`src/rtl/if_id_queue_if.sv`:
```
// Handshake and bundle signals between fetch, the IF/ID queue and decode.
// The queue takes the slave modport. The fetch/decode side (or a bench) takes the master modport.
interface if_id_queue_if #(
  parameter int unsigned DEPTH   = 4,
  parameter int unsigned INSTR_W = 32,
  parameter int unsigned ADDR_W  = 32
);
  localparam int unsigned CNT_W = $clog2(DEPTH) + 1;

  logic               FLUSH;
  logic               IF_VALID;
  logic               IF_READY;
  logic [INSTR_W-1:0] Instr_IN;
  logic [ADDR_W-1:0]  Instr_PC_IN;
  logic [ADDR_W-1:0]  Instr_PC_Plus4_IN;
  logic               Branch_prediction_IN;
  logic [ADDR_W-1:0]  Branch_prediction_addr_IN;
  logic [1:0]         Branch_predictions_IN;

  logic               ID_READY;
  logic               OUT_VALID;
  logic [INSTR_W-1:0] Instr_OUT;
  logic [ADDR_W-1:0]  Instr_PC_OUT;
  logic [ADDR_W-1:0]  Instr_PC_Plus4_OUT;
  logic               Branch_prediction_OUT;
  logic [ADDR_W-1:0]  Branch_prediction_addr_OUT;
  logic [1:0]         Branch_predictions_OUT;
  logic [CNT_W-1:0]   COUNT;

  modport slave (
    input  FLUSH, IF_VALID, Instr_IN, Instr_PC_IN, Instr_PC_Plus4_IN,
           Branch_prediction_IN, Branch_prediction_addr_IN, Branch_predictions_IN,
           ID_READY,
    output IF_READY, OUT_VALID, Instr_OUT, Instr_PC_OUT, Instr_PC_Plus4_OUT,
           Branch_prediction_OUT, Branch_prediction_addr_OUT, Branch_predictions_OUT,
           COUNT
  );

  modport master (
    output FLUSH, IF_VALID, Instr_IN, Instr_PC_IN, Instr_PC_Plus4_IN,
           Branch_prediction_IN, Branch_prediction_addr_IN, Branch_predictions_IN,
           ID_READY,
    input  IF_READY, OUT_VALID, Instr_OUT, Instr_PC_OUT, Instr_PC_Plus4_OUT,
           Branch_prediction_OUT, Branch_prediction_addr_OUT, Branch_predictions_OUT,
           COUNT
  );
endinterface

```
`src/rtl/if_id_queue.sv`:
```
// DEPTH-entry FIFO of fetch bundles between IF and ID, with a valid/ready handshake on each side.
// A synchronous flush empties the queue in one cycle for mispredict recovery.
module if_id_queue #(
  parameter int unsigned DEPTH   = 4,
  parameter int unsigned INSTR_W = 32,
  parameter int unsigned ADDR_W  = 32
) (
  input  logic            CLK,
  input  logic            RESET,
  if_id_queue_if.slave    bus
);
  localparam int unsigned PTR_W = $clog2(DEPTH);
  localparam int unsigned CNT_W = PTR_W + 1;

  typedef struct packed {
    logic [INSTR_W-1:0] instr;
    logic [ADDR_W-1:0]  pc;
    logic [ADDR_W-1:0]  pc_plus4;
    logic               bp_taken;
    logic [ADDR_W-1:0]  bp_addr;
    logic [1:0]         bp_state;
  } bundle_t;

  bundle_t          mem_q [DEPTH];
  logic [PTR_W-1:0] wr_ptr_q, wr_ptr_d;
  logic [PTR_W-1:0] rd_ptr_q, rd_ptr_d;
  logic [CNT_W-1:0] cnt_q, cnt_d;

  logic    full_c, empty_c, wr_fire_c, rd_fire_c, we_c;
  bundle_t wdata_c, head_c;

  // Ready and valid depend only on the occupancy count, so there is no combinational path from ID_READY to IF_READY.
  always_comb begin
    full_c    = (cnt_q == CNT_W'(DEPTH));
    empty_c   = (cnt_q == CNT_W'(0));
    wr_fire_c = bus.IF_VALID && !full_c;
    rd_fire_c = !empty_c && bus.ID_READY;
    we_c      = wr_fire_c && !bus.FLUSH;
  end

  always_comb begin
    wdata_c          = '0;
    wdata_c.instr    = bus.Instr_IN;
    wdata_c.pc       = bus.Instr_PC_IN;
    wdata_c.pc_plus4 = bus.Instr_PC_Plus4_IN;
    wdata_c.bp_taken = bus.Branch_prediction_IN;
    wdata_c.bp_addr  = bus.Branch_prediction_addr_IN;
    wdata_c.bp_state = bus.Branch_predictions_IN;
  end

  // Flush overrides push and pop. Both pointers wrap naturally because DEPTH is a power of 2.
  always_comb begin
    wr_ptr_d = wr_ptr_q;
    rd_ptr_d = rd_ptr_q;
    cnt_d    = cnt_q;
    if (bus.FLUSH) begin
      wr_ptr_d = '0;
      rd_ptr_d = '0;
      cnt_d    = '0;
    end else begin
      if (wr_fire_c) wr_ptr_d = wr_ptr_q + PTR_W'(1);
      if (rd_fire_c) rd_ptr_d = rd_ptr_q + PTR_W'(1);
      if (wr_fire_c && !rd_fire_c)      cnt_d = cnt_q + CNT_W'(1);
      else if (!wr_fire_c && rd_fire_c) cnt_d = cnt_q - CNT_W'(1);
    end
  end

  always_ff @(posedge CLK or negedge RESET) begin
    if (!RESET) begin
      wr_ptr_q <= '0;
      rd_ptr_q <= '0;
      cnt_q    <= '0;
    end else begin
      wr_ptr_q <= wr_ptr_d;
      rd_ptr_q <= rd_ptr_d;
      cnt_q    <= cnt_d;
    end
  end

  // Storage is not reset. Stale entries are never visible because the head is masked while the queue is empty.
  always_ff @(posedge CLK) begin
    if (we_c) mem_q[wr_ptr_q] <= wdata_c;
  end

  // An empty queue presents an all-zero bundle, so ID sees a NOP bubble.
  always_comb begin
    head_c = '0;
    if (!empty_c) head_c = mem_q[rd_ptr_q];
  end

  assign bus.IF_READY                   = !full_c;
  assign bus.OUT_VALID                  = !empty_c;
  assign bus.COUNT                      = cnt_q;
  assign bus.Instr_OUT                  = head_c.instr;
  assign bus.Instr_PC_OUT               = head_c.pc;
  assign bus.Instr_PC_Plus4_OUT         = head_c.pc_plus4;
  assign bus.Branch_prediction_OUT      = head_c.bp_taken;
  assign bus.Branch_prediction_addr_OUT = head_c.bp_addr;
  assign bus.Branch_predictions_OUT     = head_c.bp_state;
endmodule

```
`src/flat_wrapper.sv`:
```
// flat-port wrapper written by rule: the top's interface ports become plain ports
module if_id_queue_flat 
#(
  parameter int unsigned DEPTH   = 4,
  parameter int unsigned INSTR_W = 32,
  parameter int unsigned ADDR_W  = 32
)
  (CLK, RESET, bus_FLUSH, bus_IF_VALID, bus_Instr_IN, bus_Instr_PC_IN, bus_Instr_PC_Plus4_IN, bus_Branch_prediction_IN, bus_Branch_prediction_addr_IN, bus_Branch_predictions_IN, bus_ID_READY, bus_IF_READY, bus_OUT_VALID, bus_Instr_OUT, bus_Instr_PC_OUT, bus_Instr_PC_Plus4_OUT, bus_Branch_prediction_OUT, bus_Branch_prediction_addr_OUT, bus_Branch_predictions_OUT, bus_COUNT);
  if_id_queue_if #(.DEPTH(DEPTH), .INSTR_W(INSTR_W), .ADDR_W(ADDR_W)) bus_i ();
  input  logic CLK;
  input  logic RESET;
  input wire logic [$bits(bus_i.FLUSH)-1:0] bus_FLUSH;
  input wire logic [$bits(bus_i.IF_VALID)-1:0] bus_IF_VALID;
  input wire logic [$bits(bus_i.Instr_IN)-1:0] bus_Instr_IN;
  input wire logic [$bits(bus_i.Instr_PC_IN)-1:0] bus_Instr_PC_IN;
  input wire logic [$bits(bus_i.Instr_PC_Plus4_IN)-1:0] bus_Instr_PC_Plus4_IN;
  input wire logic [$bits(bus_i.Branch_prediction_IN)-1:0] bus_Branch_prediction_IN;
  input wire logic [$bits(bus_i.Branch_prediction_addr_IN)-1:0] bus_Branch_prediction_addr_IN;
  input wire logic [$bits(bus_i.Branch_predictions_IN)-1:0] bus_Branch_predictions_IN;
  input wire logic [$bits(bus_i.ID_READY)-1:0] bus_ID_READY;
  output wire logic [$bits(bus_i.IF_READY)-1:0] bus_IF_READY;
  output wire logic [$bits(bus_i.OUT_VALID)-1:0] bus_OUT_VALID;
  output wire logic [$bits(bus_i.Instr_OUT)-1:0] bus_Instr_OUT;
  output wire logic [$bits(bus_i.Instr_PC_OUT)-1:0] bus_Instr_PC_OUT;
  output wire logic [$bits(bus_i.Instr_PC_Plus4_OUT)-1:0] bus_Instr_PC_Plus4_OUT;
  output wire logic [$bits(bus_i.Branch_prediction_OUT)-1:0] bus_Branch_prediction_OUT;
  output wire logic [$bits(bus_i.Branch_prediction_addr_OUT)-1:0] bus_Branch_prediction_addr_OUT;
  output wire logic [$bits(bus_i.Branch_predictions_OUT)-1:0] bus_Branch_predictions_OUT;
  output wire logic [$bits(bus_i.COUNT)-1:0] bus_COUNT;
  assign bus_i.FLUSH = bus_FLUSH;
  assign bus_i.IF_VALID = bus_IF_VALID;
  assign bus_i.Instr_IN = bus_Instr_IN;
  assign bus_i.Instr_PC_IN = bus_Instr_PC_IN;
  assign bus_i.Instr_PC_Plus4_IN = bus_Instr_PC_Plus4_IN;
  assign bus_i.Branch_prediction_IN = bus_Branch_prediction_IN;
  assign bus_i.Branch_prediction_addr_IN = bus_Branch_prediction_addr_IN;
  assign bus_i.Branch_predictions_IN = bus_Branch_predictions_IN;
  assign bus_i.ID_READY = bus_ID_READY;
  assign bus_IF_READY = bus_i.IF_READY;
  assign bus_OUT_VALID = bus_i.OUT_VALID;
  assign bus_Instr_OUT = bus_i.Instr_OUT;
  assign bus_Instr_PC_OUT = bus_i.Instr_PC_OUT;
  assign bus_Instr_PC_Plus4_OUT = bus_i.Instr_PC_Plus4_OUT;
  assign bus_Branch_prediction_OUT = bus_i.Branch_prediction_OUT;
  assign bus_Branch_prediction_addr_OUT = bus_i.Branch_prediction_addr_OUT;
  assign bus_Branch_predictions_OUT = bus_i.Branch_predictions_OUT;
  assign bus_COUNT = bus_i.COUNT;
  if_id_queue #(.DEPTH(DEPTH), .INSTR_W(INSTR_W), .ADDR_W(ADDR_W)) u_core (.CLK(CLK), .RESET(RESET), .bus(bus_i));
endmodule
```
`config.mk`:
```
export PLATFORM = sky130hd
export DESIGN_NAME = if_id_queue_flat
export DESIGN_NICKNAME = d
export VERILOG_FILES = /design/src/rtl/if_id_queue_if.sv /design/src/rtl/if_id_queue.sv /design/src/flat_wrapper.sv
export SDC_FILE = /design/constraint.sdc
export NUM_CORES = 1
export LEC_CHECK = 0
export ABC_CLOCK_PERIOD_IN_PS = 6000
export CAP_MARGIN = 5
export CORE_AREA = 3 3 250 351
export CTS_BUF_LIST = sky130_fd_sc_hd__clkbuf_8
export CTS_CLUSTER_DIAMETER = 30
export DETAILED_ROUTE_END_ITERATION = 10
export DIE_AREA = 0 0 253 354
export PLACE_DENSITY_LB_ADDON = 0.08
export SLEW_MARGIN = 20
export SYNTH_ARGS = -nofsm -noshare
export SYNTH_HDL_FRONTEND = slang
export SYNTH_SLANG_ARGS = --single-unit
```
`constraint.sdc`:
```
create_clock -name CLK -period 6 [get_ports CLK]
set_clock_uncertainty 0.1 [all_clocks]
set_input_delay 1.2 -clock CLK [delete_from_list [all_inputs] [get_ports CLK]]
set_output_delay 1.2 -clock CLK [all_outputs]
set_load 0.01 [all_outputs]
```
==> flow_summary.json <==
{
  "status": "complete, no violations",
  "synthFlopType": "edfxtp_1",
  "hold_violations": 0,
  "layout_setup_ws_ps": 1350,
  "post-place-ws_ps": 1810,
  "min_path_type": "register to register",
  "ctsHtreeMaxLevel": 3,
  "cts_tree": "built",
  "drv_cap": 0,
  "reg2regPathDepth": 4,
  "seqCellArea_sq_um": 15900,
  "design_area_sq_um": 26600,
  "cts_setup_buffers": 0,
  "yosysTopAreaCell": "edfxtp_1",
  "die_h_um": 354,
  "syn_avg_cell_area_sq_um": 22.8,
  "fin_nets": 1383,
  "p_seq_share_pct": 38.6,
  "first_pass_iters": 7,
  "die_w_um": 253,
  "p_switching_uw": 3250,
  "worstSetupStartpointType": "register",
  "numCtsBuffers": 105,
  "holdWs_ps": 501,
  "r2r-start": "u_core.bus.COUNT[2]$_DFFE_PN0P_",
  "grt_pass1_wl_um": 78700,
  "place_congestion": 0.668,
  "routed_via_density": 4.11,
  "netSwitchingFraction_pct": 28.4,
  "synth-warning-count": 0,
  "timing.final.crit_share_pct": 77.6,
  "io_pins": 272,
  "finalSetupTns_ps": 0,
  "synthCells": 892,
  "globalRouteTotalUtil_pct": 12.2,
  "worst_pin_slew_ps": 1070,
  "nFillCells": 8329,
  "worst_setup_path_end_kind": "output port",
  "p_comb_share_pct": 28.3,
  "hold_buffers": 0,
  "powerDensity_nw_per_um2": 429,
  "seq_area_frac_synth_pct": 78.4,
  "die_area_sq_um": 89600,
  "r2r_slack_ps": 3220,
  "vias": 10000,
  "placedCellCount": 2231,
  "slew_headroom_pct": 28.7,
  "ys_ff_latch": 531,
  "grt_antenna_before_repair": 11,
  "grt_pass1_vias": 11400,
  "p_clk_share_pct": 33.1,
  "root_buffer": "clkbuf_8",
  "crit_required_ps": 4700,
  "internal_power_uw": 8180,
  "fmax_mhz": 215,
  "synth_nets": 1033,
  "multiInputGateArea_sq_um": 4100,
  "dpl.hpwl_um": 31800,
  "ys_types": 30,
  "core_sq_um": 85200,
  "syn-cell-area_sq_um": 20300,
  "yosysMostFrequentCell": "edfxtp_1",
  "p_leak_uw": 0.00837,
  "grt_max_degree": 59,
  "yosysTopAreaCellShare_pct": 77.5,
  "grt_overflow": 0,
  "initial_core_util_pct": 23.8,
  "finalMaxSlewViolations": 0,
  "portBuffers": 271,
  "drive_gt1_share_pct": 23.8,
  "cts_num_sinks": 531,
  "worstHoldPathCells": 2,
  "routedWlPerCell_um": 22.1,
  "ys_top_cells_by_area": "edfxtp_1, mux4_2, and2_1",
  "rr_endpoint": "u_core.mem_q[2][39]$_DFFE_PP_",
  "vdd_drop_max_mv": 0.195,
  "drtAntennaViolNets": 0,
  "post_cts_resized": 0,
  "final.min_clock_period_ps": 4650,
  "async_reset_ff_share_pct": 1.32,
  "clock_path_buffers": 3,
  "min_from": "u_core.wr_ptr_q[1]$_DFFE_PN0P_",
  "crit_type": "register to output port",
  "setup_violations": 0,
  "area_delta_synth_final_pct": 31.2,
  "cts.clk_slew.worst_paths_ps": 50,
  "yosys-top-cells-count": "edfxtp_1, and2_1, mux4_2",
  "drt_wl_total_um": 53900,
  "dpl_cell_area_sq_um": 24400,
  "instances_no_fill": 2433,
  "row_count": 127,
  "synth_edf_count": 524,
  "crit_fanout": 58,
  "clk_latency_ps": 680,
  "drtIter0Drc": 396,
  "arrival_ps": 3350,
  "remaining_drc_errors": 0,
  "holdPathEnd": "u_core.wr_ptr_q[1]$_DFFE_PN0P_",
  "rsz0062_at_grt": "false"
}
==> per-stage QoR <==
stage / total power (uW) / utilization (%)
3_3_place_gp: 7900 / 28.7
6_report: 11400 / 31.3
2_1_floorplan: 6100 / -
4_1_cts: 11800 / 31.3
3_5_place_dp: 7880 / 28.7
5_1_grt: 12100 / 31.3
==> cell families after synthesis <==
kind of cell / Yosys count / synth area share (%)
AO/OA/AOI/OAI: 14 / 0.487
XOR/XNOR: 2 / 0.0863
adder cells (fa/ha/maj): 5 / 0.345
buffers and inverters: 56 / 1.49
flip-flops: 531 / 78.4
multiplexers: 134 / 14.7
AND/OR/NAND/NOR: 150 / 4.51
==> sequential cells by signal (all words and copies together) (netlist names) <==
name	count
u_core.bus.COUNT	3
u_core.mem_q	524
u_core.rd_ptr_q	2
u_core.wr_ptr_q	2
==> cells in the final DEF, fill, tap and decap left out, types with 2 or more instances in the layout <==
cell             Yosys  layout
edfxtp_1           524     524
clkdlybuf4s50_1      0     271
mux4_2             131     131
and2_1             135     131
clkbuf_8             0     107
inv_1                7      24
clkinv_1             0      24
clkinv_2             0      19
bufinv_16            0      11
buf_4                0      11
buf_12               0      10
clkinvlp_4           0       9
nor2_1               8       8
diode_2              0       6
dfrtp_1              7       5
and2_4               0       4
ha_1                 4       4
inv_8                0       4
o21ai_0              3       3
inv_6                0       3
o31ai_1              2       2
xor2_1               2       2
nand3_1              2       2
a21oi_1              2       2
o21a_1               2       2
mux2_2               2       2
clkinv_4             0       2
dfrtp_4              0       2
==> metal layers <==
metal / wire length [um] / up-vias / track usage, %
met3: 3700 / 91 / 4.00
met4: 1090 / 8 / 3.88
met5: 61 / - / 0
met1: 22200 / 5211 / 14.6
met2: 26900 / 298 / 20.6
li1: - / 4395 / -
==> worst max-delay path, cell delays in order (launching register included) <==
cell and delay (ps):
dfrtp_4 1090, buf_4 430, mux4_2 360, and2_1 200, clkdlybuf4s50_1 490
==> power by group through the flow <==
stage | logic, uW | clock network, uW | registers, uW
after CTS | 3400 | 3950 | 4430
after global routing | 3530 | 4120 | 4440
final | 3240 | 3780 | 4410
after floorplan | 1700 | 0 | 4390
after detailed placement | 3380 | 0 | 4500
after global placement | 3410 | 0 | 4500
==> how the worst max path moves through the flow <==
stage                                                from                       endpoint  slack [ps]
after floorplan                              bus_IF_VALID   u_core.mem_q[0][0]$_DFFE_PP_         670
after global placement                       bus_IF_VALID  u_core.mem_q[2][42]$_DFFE_PP_        1800
after detailed placement                     bus_IF_VALID  u_core.mem_q[2][72]$_DFFE_PP_        1810
after CTS                 u_core.bus.COUNT[0]$_DFFE_PN0P_     bus_Instr_PC_Plus4_OUT[15]        1100
after global routing      u_core.bus.COUNT[0]$_DFFE_PN0P_      bus_Branch_prediction_OUT        1010
final                      u_core.rd_ptr_q[1]$_DFFE_PN0P_              bus_Instr_OUT[10]        1350
==> layout make-up <==
class | count | area share (%)
sequential | 531 | 59.8
clock inverter | 89 | 2.76
inverter | 7 | 0.0986
tap | 1096 | 5.15
clock buffer | 107 | 5.53
multi-input combinational | 305 | 15.4
antenna | 6 | 0.0564
timing repair buffer | 292 | 11.2
No activity file was read; power rests on OpenSTA's default activity.
